===== config.mk =====
export PLATFORM = sky130hd
export DESIGN_NAME = softmax_lut_loader
export DESIGN_NICKNAME = d
export VERILOG_FILES = /design/src/rtl/softmax_pkg.sv /design/src/rtl/softmax_lut_loader.sv
export SDC_FILE = /design/constraint.sdc
export NUM_CORES = 1
export LEC_CHECK = 0
export ABC_AREA = 1
export CAP_MARGIN = 20
export CORE_MARGIN = 4
export CORE_UTILIZATION = 51
export DETAILED_ROUTE_END_ITERATION = 12
export PLACE_DENSITY = 0.83
export SLEW_MARGIN = 10
export SYNTH_ARGS = -nofsm -noshare
export SYNTH_HDL_FRONTEND = slang
export SYNTH_SLANG_ARGS = --single-unit

===== constraint.sdc =====
create_clock -name clk -period 2.8 [get_ports clk]
set_input_delay 0.42 -clock clk [delete_from_list [all_inputs] [get_ports clk]]
set_output_delay 0.42 -clock clk [all_outputs]
set_load 0.02 [all_outputs]

===== src/rtl/softmax_pkg.sv =====
// Shared softmax datapath definitions: table geometry and the LUT loader state set.
package softmax_pkg;

  localparam int unsigned FLOAT_LEN = 16;
  localparam int unsigned MANT_LEN  = 10;
  localparam int unsigned LUT_DEPTH = 64;

  typedef enum logic [1:0] {
    IDLE,
    LOAD,
    FIN,
    DONE
  } lut_ld_state_t;

endpackage


===== src/rtl/softmax_lut_loader.sv =====
// LUT load sequencer: turns a host valid/ready stream into exactly LUT_DEPTH
// registered write beats shared by every divider's log2/exp2 tables.
module softmax_lut_loader
  import softmax_pkg::*;
#(
  parameter int unsigned FLOAT_LEN = softmax_pkg::FLOAT_LEN,
  parameter int unsigned MANT_LEN  = softmax_pkg::MANT_LEN,
  parameter int unsigned LUT_DEPTH = softmax_pkg::LUT_DEPTH,
  parameter int unsigned CNT_W     = $clog2(LUT_DEPTH)
) (
  input  logic                 clk,
  input  logic                 rst_n,
  input  logic                 start,
  input  logic                 abort,
  input  logic                 host_valid,
  output logic                 host_ready,
  input  logic [MANT_LEN-1:0]  host_log2_data,
  input  logic [FLOAT_LEN-1:0] host_exp2_data,
  output logic                 lut_wr_en,
  output logic [MANT_LEN-1:0]  log2_lut_data_out,
  output logic [FLOAT_LEN-1:0] exp2_lut_data_out,
  output logic                 lut_ready,
  output logic                 load_done,
  output logic                 lut_err,
  output logic [FLOAT_LEN-1:0] lut_checksum
);

  lut_ld_state_t        state_q, state_d;
  logic [CNT_W-1:0]     cnt_q, cnt_d;
  logic                 wr_en_q, wr_en_d;
  logic [MANT_LEN-1:0]  log2_q, log2_d;
  logic [FLOAT_LEN-1:0] exp2_q, exp2_d;
  logic [FLOAT_LEN-1:0] chk_q, chk_d;
  logic                 err_q, err_d;
  logic                 done_q, done_d;
  logic                 accept;

  assign host_ready        = (state_q == LOAD);
  assign lut_ready         = (state_q == DONE);
  assign lut_wr_en         = wr_en_q;
  assign log2_lut_data_out = log2_q;
  assign exp2_lut_data_out = exp2_q;
  assign lut_checksum      = chk_q;
  assign load_done         = done_q;
  assign lut_err           = err_q;

  // abort blocks acceptance in its own cycle so no beat slips out behind it
  assign accept = host_ready && host_valid && !abort;

  always_comb begin
    state_d = state_q;
    cnt_d   = cnt_q;
    wr_en_d = 1'b0;
    log2_d  = log2_q;
    exp2_d  = exp2_q;
    chk_d   = chk_q;
    err_d   = err_q;
    done_d  = 1'b0;

    if (accept) begin
      wr_en_d = 1'b1;
      log2_d  = host_log2_data;
      exp2_d  = host_exp2_data;
      chk_d   = chk_q + FLOAT_LEN'(host_log2_data) + host_exp2_data;
      cnt_d   = cnt_q + 1'b1;
    end

    unique case (state_q)
      IDLE, DONE: begin
        if (start) begin
          state_d = LOAD;
          cnt_d   = '0;
          chk_d   = '0;
        end
      end
      LOAD: begin
        if (abort) begin
          state_d = IDLE;
          err_d   = 1'b1;
        end else begin
          if (start) err_d = 1'b1;
          if (accept && cnt_q == CNT_W'(LUT_DEPTH - 1)) state_d = FIN;
        end
      end
      FIN: begin
        if (start) err_d = 1'b1;
        state_d = DONE;
        done_d  = 1'b1;
      end
      default: state_d = IDLE;
    endcase
  end

  always_ff @(posedge clk or negedge rst_n) begin
    if (!rst_n) begin
      state_q <= IDLE;
      cnt_q   <= '0;
      wr_en_q <= 1'b0;
      log2_q  <= '0;
      exp2_q  <= '0;
      chk_q   <= '0;
      err_q   <= 1'b0;
      done_q  <= 1'b0;
    end else begin
      state_q <= state_d;
      cnt_q   <= cnt_d;
      wr_en_q <= wr_en_d;
      log2_q  <= log2_d;
      exp2_q  <= exp2_d;
      chk_q   <= chk_d;
      err_q   <= err_d;
      done_q  <= done_d;
    end
  end

endmodule


* Word-level counts from Yosys, hierarchy flattened *
Cells that the tools add are included.

storage, ports and cells
  input bits = 31
  memory bits (read-only) = 0
  bits in latches = 0
  memory bits (writable) = 0
  memories = 0
  register bits after elaboration = 53

cells by class
  shift operators = 0
  bitwise gates (word level) = 0
  magnitude comparators = 0
  div/mod/pow operators = 0
  reductions and logical operators = 8
  multiplexer cells = 15
  multiply operators = 0
  $add $sub $neg = 3
  equality and inequality tests = 6

operators by type and width
  cell                 number
  $mux 16              3
  $mux 6               3
  $add 16x10->16       1
  $add 16x16->16       1
  $add 6x1->6 const B  1
  $eq 6x6->1 const B   1
  $mux 2               3
  $pmux 2 s3           1
  $eq 2x2->1 const B   2
  $mux 1               4
  $logic_and 1x1->1    3
  $ne 3x2->1 const B   1
  $eq 2x1->1 const B   1
  $logic_not 2->1      1
  $ne 2x2->1 const B   1
  $pmux 1 s2           1
  $reduce_and 2->1     1
  $reduce_bool 2->1    1
  $reduce_or 2->1      1
  $logic_not 1->1      1

* Depth between registers and ports, before layout *
Gate-level depths: netlist of run 1.

  word-level depth = 7
  depth in mapped cells = 13
  depth with buffers taken out = 13

* Worst setup path before layout of run 1 *
Ideal clock, no wire load.

  kind = register to register
  from = reg chk_q[1] (netlist: lut_checksum[1])
  to = reg chk_q[13] (netlist: lut_checksum[13])
  arrival = 2092 ps
  data required time = 2687 ps
  buffers on the path = 0
  cell stages (with the launch flop) = 11
  path slack = 596 ps
  cells stage by stage = dfrtp_1 > fa_1 > ha_1 > inv_1 > fa_1 > o21bai_1 > nand2_1 > nand4_1 > nand3_1 > nand2_1 > inv_1

between the ends
  word-level cells in the longest chain between the ends = 5

RTL lines
  what                    line                       text
  start, declared         softmax_lut_loader.sv:33   logic [FLOAT_LEN-1:0] chk_q, chk_d;
  start signal, assigned  softmax_lut_loader.sv:110  chk_q <= chk_d;
  $add 16x10->16 (*)      softmax_lut_loader.sv:64   chk_d = chk_q + FLOAT_LEN'(host_log2_data) + host_exp2_data;
  $add 16x16->16 (*)      softmax_lut_loader.sv:64
  $mux 16 (*)             softmax_lut_loader.sv:60   if (accept) begin
  $mux 16                 softmax_lut_loader.sv:70   if (start) begin
  $mux 16 (*)             softmax_lut_loader.sv:68   unique case (state_q)
  via chk_d[13]           softmax_lut_loader.sv:33

The timed path passes the listed nets; every way through them passes the cells marked *.
A chain may end at the register's enable or synchronous reset.

* Final worst setup path of run 1 *
  from = in host_log2_data[1]
  to = reg chk_q[9] (netlist: lut_checksum[9])

between the ends
  word-level cells in the longest chain between the ends = 5

RTL lines
  what                line                      text
  start, declared     softmax_lut_loader.sv:17  input logic [MANT_LEN-1:0] host_log2_data,
  $add 16x10->16 (*)  softmax_lut_loader.sv:64
  $add 16x16->16 (*)  softmax_lut_loader.sv:64
  $mux 16 (*)         softmax_lut_loader.sv:60
  $mux 16             softmax_lut_loader.sv:70
  $mux 16 (*)         softmax_lut_loader.sv:68
  via chk_d[9]        softmax_lut_loader.sv:33

Marks and branches as above.

==> results.tsv, run 1 <==
metric	value	unit
Vias/cell	4.974	
Max-cap violations	0	
CTS Buf Count	5	
critical path data arrival time	2770	ps
Pleak	0.002349	uW
total global routing overflow	0	
yosys warns	0	
Clock Latency Late Sink	300	ps
fmax	389.9	MHz
CP Class	in -> reg	
FP Rows	29	
pwr dens	1008	nW/um2
DRT Pass-1 Iters	4	
layout cells sized above 1	3.013	%
CTS tree	done	
CP cell instances	clkdlybuf4s50_1 -> fa_1 -> ha_1 -> inv_1 -> fa_1 -> o21bai_1 -> nand2_1 -> nand4_1 -> nand3_1 -> nand2_1 -> inv_1	
gr busiest metal	met2	
Worst Tran Pin Value	539.8	ps
sequential area share after synthesis	39.22	%
final setup skew	6.687	ps
met3 usage	2.212	%
Area Overhead vs Synth	27.89	%
first-pass GRT wire length	13.87	mm
CTS Buffer Depth	2	
Mapped Area	3382	um2
Core Region	6386	um2
Clock Sinks	53	
DR vias	3024	
largest net degree at the start of global routing	49	
pre-CTS setup slack	-101.1	ps
Reg2Reg Setup Slack	450	ps
number of setup buffers added after CTS	0	
clk root buf	clkbuf_8	
Tot Pwr	4360	uW
most frequent cells in the layout	173 x nand2_1, 76 x clkdlybuf4s50_1, 69 x inv_1, 53 x dfrtp_1, 41 x nor2_1	
Worst EP required	3010	ps
antenna-violating nets left	0	
Mapped Cells	452	
WL/cell	13.24	um
Ports	78	
ratio of final minimum period to clock period	91.60	%
H-tree levels	2	
Ant. Diodes	0	
Min-Delay Path Class	in -> async	
setup slack after layout	235.2	ps
routability cong.	0.8558	
GR met1 Demand/Resource	28.22	%
chip width	89.44	um
fin crit period	2565	ps
RSZ-0062 raised after global routing	false	
Slew Limit Fails	0	
Post-layout nets	596	
CTS Hold Buffers Added	0	
final hold viol count	0	
Synth cell types	26	
crit-path max cell delay	580	ps
post-DP HPWL	6.210	mm
R2R Path Start	lut_checksum[1]$_DFF_PN0_	
All-Layer GR Usage	21.97	%
Worst path slowest cell	fa_1	
commonest non-fill, non-tap cell in the layout	nand2_1	
vias in the first global route	3095	
crit path launch type	input port	
post_cts resized	0	
status	completed	
VDD IR max	523.2	uV
Starting Density	52.96	%
drt total wl	8.051	mm
largest fanout on the critical path	3	
relative slew slack	63.97	%
initial antenna violation count	0	
syn_nets	518	
die height	89.44	um
synthesized area per cell	7.482	um2
PortBufs	77	
r2r worst-path depth	10	
Starting DRT DRC Count	123	
clock-pin slew on the worst setup and hold paths	100	ps
met2 Track Usage GR	39.79	%
DIE AREA	7999	um2
Setup Viol. Count Final	0	
DR DRC count	0	
Setup crit end kind	flop	
reg2reg end	lut_checksum[9]$_DFF_PN0_	
number of fill cells	546	
Synth Register Bits	53	
==> area by class of cell <==
cell class | instances | area, um2 | share of cell area (%)
clock buffer | 6 | 72.57 | 1.678
timing repair buffer | 81 | 815.8 | 18.86
tap | 77 | 96.34 | 2.227
sequential | 53 | 1326 | 30.66
multi-input combinational | 320 | 1740 | 40.24
inverter | 69 | 259.0 | 5.988
clock inverter | 2 | 15.01 | 0.3471
==> sequential cells by signal (all words and copies together), names as in the netlist <==
name,flops
load_done,1
lut_err,1
lut_checksum,16
lut_wr_en,1
exp2_lut_data_out,16
state_q,2
cnt_q,6
log2_lut_data_out,10
==> per-layer routing <==
| layer | vias up | part of all wire, % |
|---|---|---|
| met1 | 1404 | 43 |
| met4 | 0 | 1.2 |
| li1 | 1529 | - |
| met2 | 82 | 50 |
| met3 | 9 | 5.4 |
| met5 | - | 0 |
==> worst max-delay path by stage <==
stage,startpoint,to,slack [ps]
finish,host_log2_data[1],lut_checksum[9]$_DFF_PN0_,240
floorplan,lut_checksum[1]$_DFF_PN0_,lut_checksum[13]$_DFF_PN0_,600
global route,host_log2_data[1],lut_checksum[15]$_DFF_PN0_,110
global placement,host_log2_data[1],lut_checksum[13]$_DFF_PN0_,10
detailed placement,host_log2_data[1],lut_checksum[9]$_DFF_PN0_,-100
CTS,host_log2_data[1],lut_checksum[9]$_DFF_PN0_,230
==> cell families after synthesis <==
group | after synthesis | synth area share (%)
buffers and inverters | 79 | 9.323
xor gates and xnor gates | 6 | 1.554
and+or+nand+nor | 251 | 30.00
AOI/OAI and AO/OA | 28 | 4.513
DFF | 53 | 39.22
adders and majority gates | 35 | 15.39
==> stage by stage <==
stage	instance area (um2)	hold slack [ps]	utilization (%)	instances	setup TNS [ps]
floorplan	3382	124.4	-	452	0
global placement	4210	369.6	65.93	599	0
detailed placement	4210	379.9	65.93	599	-224.7
CTS	4298	45.51	67.30	607	0
global route	4325	60.37	67.73	608	0
finish	4325	28.96	67.73	608	0
==> cells in the mapped netlist <==
master / instances / area [um2]
nand2_1: 173 / 649.4
inv_1: 69 / 259.0
dfrtp_1: 53 / 1326
nor2_1: 41 / 153.9
ha_1: 24 / 300.3
nand3_1: 24 / 120.1
a21oi_1: 12 / 60.06
fa_1: 11 / 220.2
o21ai_0: 9 / 45.04
buf_2: 6 / 30.03
nand4_1: 6 / 37.54
xor2_1: 5 / 43.79
clkbuf_1: 2 / 7.510
nor2_4: 2 / 22.52
o211ai_1: 2 / 15.01
o21ai_1: 2 / 10.01
o21bai_1: 2 / 15.01
a211oi_1: 1 / 7.510
and2_1: 1 / 6.260
and3_1: 1 / 6.260
buf_4: 1 / 7.510
buf_6: 1 / 11.26
nand2_2: 1 / 6.260
nor2_2: 1 / 6.260
or2_1: 1 / 6.260
xnor2_1: 1 / 8.760
==> critical path, delay by kind of cell <==
kind / cells / cell delay [ps]
adder cells (fa/ha/maj): 3 / 1140
buffers and inverters: 3 / 570
AND/OR/NAND/NOR: 4 / 380
AO/OA/AOI/OAI: 1 / 290
==> where the power goes <==
part / leakage (uW) / switching (uW) / internal, uW
Combinational: 0.00163 / 1530 / 1120
Clock: 0.0000374 / 262 / 177
Sequential: 0.000677 / 207 / 1070
Total: 0.00235 / 2000 / 2360
Note: power is estimated with default switching activity, not from simulation.
==> inputs of run 2 (changes only) <==
--- a/config.mk
+++ b/config.mk
@@ -7,7 +7,7 @@
 export LEC_CHECK = 0
 export ABC_AREA = 1
 export CAP_MARGIN = 20
-export CORE_MARGIN = 4
+export CORE_MARGIN = 10
 export CORE_UTILIZATION = 51
 export DETAILED_ROUTE_END_ITERATION = 12
 export PLACE_DENSITY = 0.83
==> run 2 against run 1 <==
  * Register-to-register slack gained 20 ps
  * Design area increased by 0.93%
  * Clock skew fell by 1.7 ps
  * Combinational power is essentially flat
  * Flip-flop and latch count unchanged
  * Die area is 29% higher
  * Final cell count rose by 0.16%
==> results.tsv, run 2 (synthesis gave the netlist of run 1 again) <==
metric	value	unit	change
RSZ-0062 raised after global routing	false		
fin crit period	2521	ps	-43.42 ps
number of fill cells	524		-4.0%
crit path launch type	input port		
DR vias	3019		-0.17%
VDD IR max	605.1	uV	+16%
Post-layout nets	597		+0.17%
layout cells sized above 1	3.383	%	+0.37 points
most frequent cells in the layout	173 x nand2_1, 76 x clkdlybuf4s50_1, 69 x inv_1, 53 x dfrtp_1, 41 x nor2_1		
first-pass GRT wire length	14.41	mm	+3.9%
Starting DRT DRC Count	122		-0.81%
Worst Tran Pin Value	587.9	ps	+48.09 ps
routability cong.	0.8658		+1.2%
Core Region	6386	um2	unchanged
total global routing overflow	0		unchanged
critical path data arrival time	2730	ps	-40 ps
relative slew slack	60.76	%	-3.2 points
crit-path max cell delay	560	ps	-20 ps
DIE AREA	10290	um2	+29%
DR DRC count	0		unchanged
die height	101.4	um	+13%
Vias/cell	4.957		-0.33%
Area Overhead vs Synth	29.08	%	
R2R Path Start	lut_checksum[1]$_DFF_PN0_		
drt total wl	8.264	mm	+2.6%
PortBufs	77		unchanged
fmax	396.6	MHz	+1.7%
final setup skew	5.022	ps	-1.666 ps
Ant. Diodes	0		unchanged
ratio of final minimum period to clock period	90.05	%	-1.6 points
clock-pin slew on the worst setup and hold paths	90	ps	about the same
WL/cell	13.57	um	+2.5%
largest net degree at the start of global routing	51		+4.1%
final hold viol count	0		unchanged
antenna-violating nets left	0		unchanged
CTS tree	done		
largest fanout on the critical path	3		unchanged
Slew Limit Fails	0		unchanged
CP cell instances	clkdlybuf4s50_1 -> fa_1 -> ha_1 -> inv_1 -> fa_1 -> o21bai_1 -> nand2_1 -> nand4_1 -> nand3_1 -> nand2_1 -> inv_1		
CTS Hold Buffers Added	0		unchanged
post_cts resized	0		unchanged
clk root buf	clkbuf_8		
Hold Slack	23.52	ps	-5.444 ps
FP Rows	29		unchanged
CP Class	in -> reg		
initial antenna violation count	0		unchanged
Ports	78		unchanged
Tot Pwr	4469	uW	+2.5%
setup_tns	0	ps	unchanged
pwr dens	1024	nW/um2	+1.6%
crit path from	host_log2_data[1]		
WP buf/inv	3		unchanged
Worst EP required	3010	ps	about the same
DRT Pass-1 Iters	4		unchanged
commonest non-fill, non-tap cell in the layout	nand2_1		
number of setup buffers added after CTS	0		unchanged
chip width	101.4	um	+13%
Clock Latency Late Sink	310	ps	about the same
vias in the first global route	3091		-0.13%
Min-Delay Path Class	in -> async		
Setup Viol. Count Final	0		unchanged
Pleak	0.002374	uW	+1.1%
Max-cap violations	0		unchanged
Worst path slowest cell	fa_1		
All-Layer GR Usage	16.77	%	-5.2 points
CTS Buf Count	5		unchanged
Starting Density	52.96	%	unchanged
Setup crit end kind	flop		
post-DP HPWL	6.398	mm	+3.0%
CTS Buffer Depth	2		unchanged
CP delay by family, top	adder cells		
Clock Sinks	53		unchanged
status	completed		
H-tree levels	2		unchanged
run 2: cell types whose count changed in the layout (fill, tap and decap cells not counted), sizes merged:
cell / previous run / this run
buf: 5 / 6
bufinv: 0 / 1
clkinvlp: 2 / 1
run 2: per-stage QoR:
step | worst slack, ps | util [%] | std cells | cell area [um2]
after global placement | 12.13 | 66.05 | 600 | 4218
after global routing | 48.75 | 68.36 | 609 | 4365
final | 278.7 | 68.36 | 609 | 4365
after detailed placement | -27.81 | 66.05 | 600 | 4218
after floorplan | 595.6 | - | 452 | 3382
after CTS | 289.6 | 67.93 | 608 | 4338
run 2: power by group:
| part | leakage (uW) | switching [uW] | internal, uW |
|---|---|---|---|
| Sequential | 0.000677 | 206 | 1070 |
| Combinational | 0.00164 | 1530 | 1120 |
| Clock | 0.0000574 | 252 | 291 |
| Total | 0.00237 | 1990 | 2480 |
run 2: worst paths after layout:
| path | end | depth (start not counted) | slack (ps) |
|---|---|---|---|
| min | exp2_lut_data_out[2]$_DFFE_PN0P_ | 1 | 20 |
| max in group asynchronous | exp2_lut_data_out[15]$_DFFE_PN0P_ | 2 | 1950 |
| min in group clk | log2_lut_data_out[7]$_DFFE_PN0P_ | 2 | 480 |
| min reg2reg | log2_lut_data_out[7]$_DFFE_PN0P_ | 2 | 480 |
| max reg2reg | lut_checksum[9]$_DFF_PN0_ | 10 | 470 |
| max | lut_checksum[9]$_DFF_PN0_ | 11 | 280 |
run 2: cell type report:
type | count | area [um2] | area share (%)
Clock buffer | 6 | 82.58 | 1.892
Clock inverter | 2 | 37.54 | 0.8598
Inverter | 69 | 259.0 | 5.933
Multi-Input combinational cell | 320 | 1740 | 39.87
Sequential cell | 53 | 1326 | 30.38
Tap cell | 77 | 96.34 | 2.207
Timing Repair Buffer | 82 | 823.3 | 18.86
run 2: metal layers:
metal	share of wire (%)	global-route usage, %	up-vias
met3	5.9	4.425	8
met4	1.1	3.430	0
met1	44	19.88	1409
li1	-	-	1535
met2	49	29.74	67
met5	0	0	-
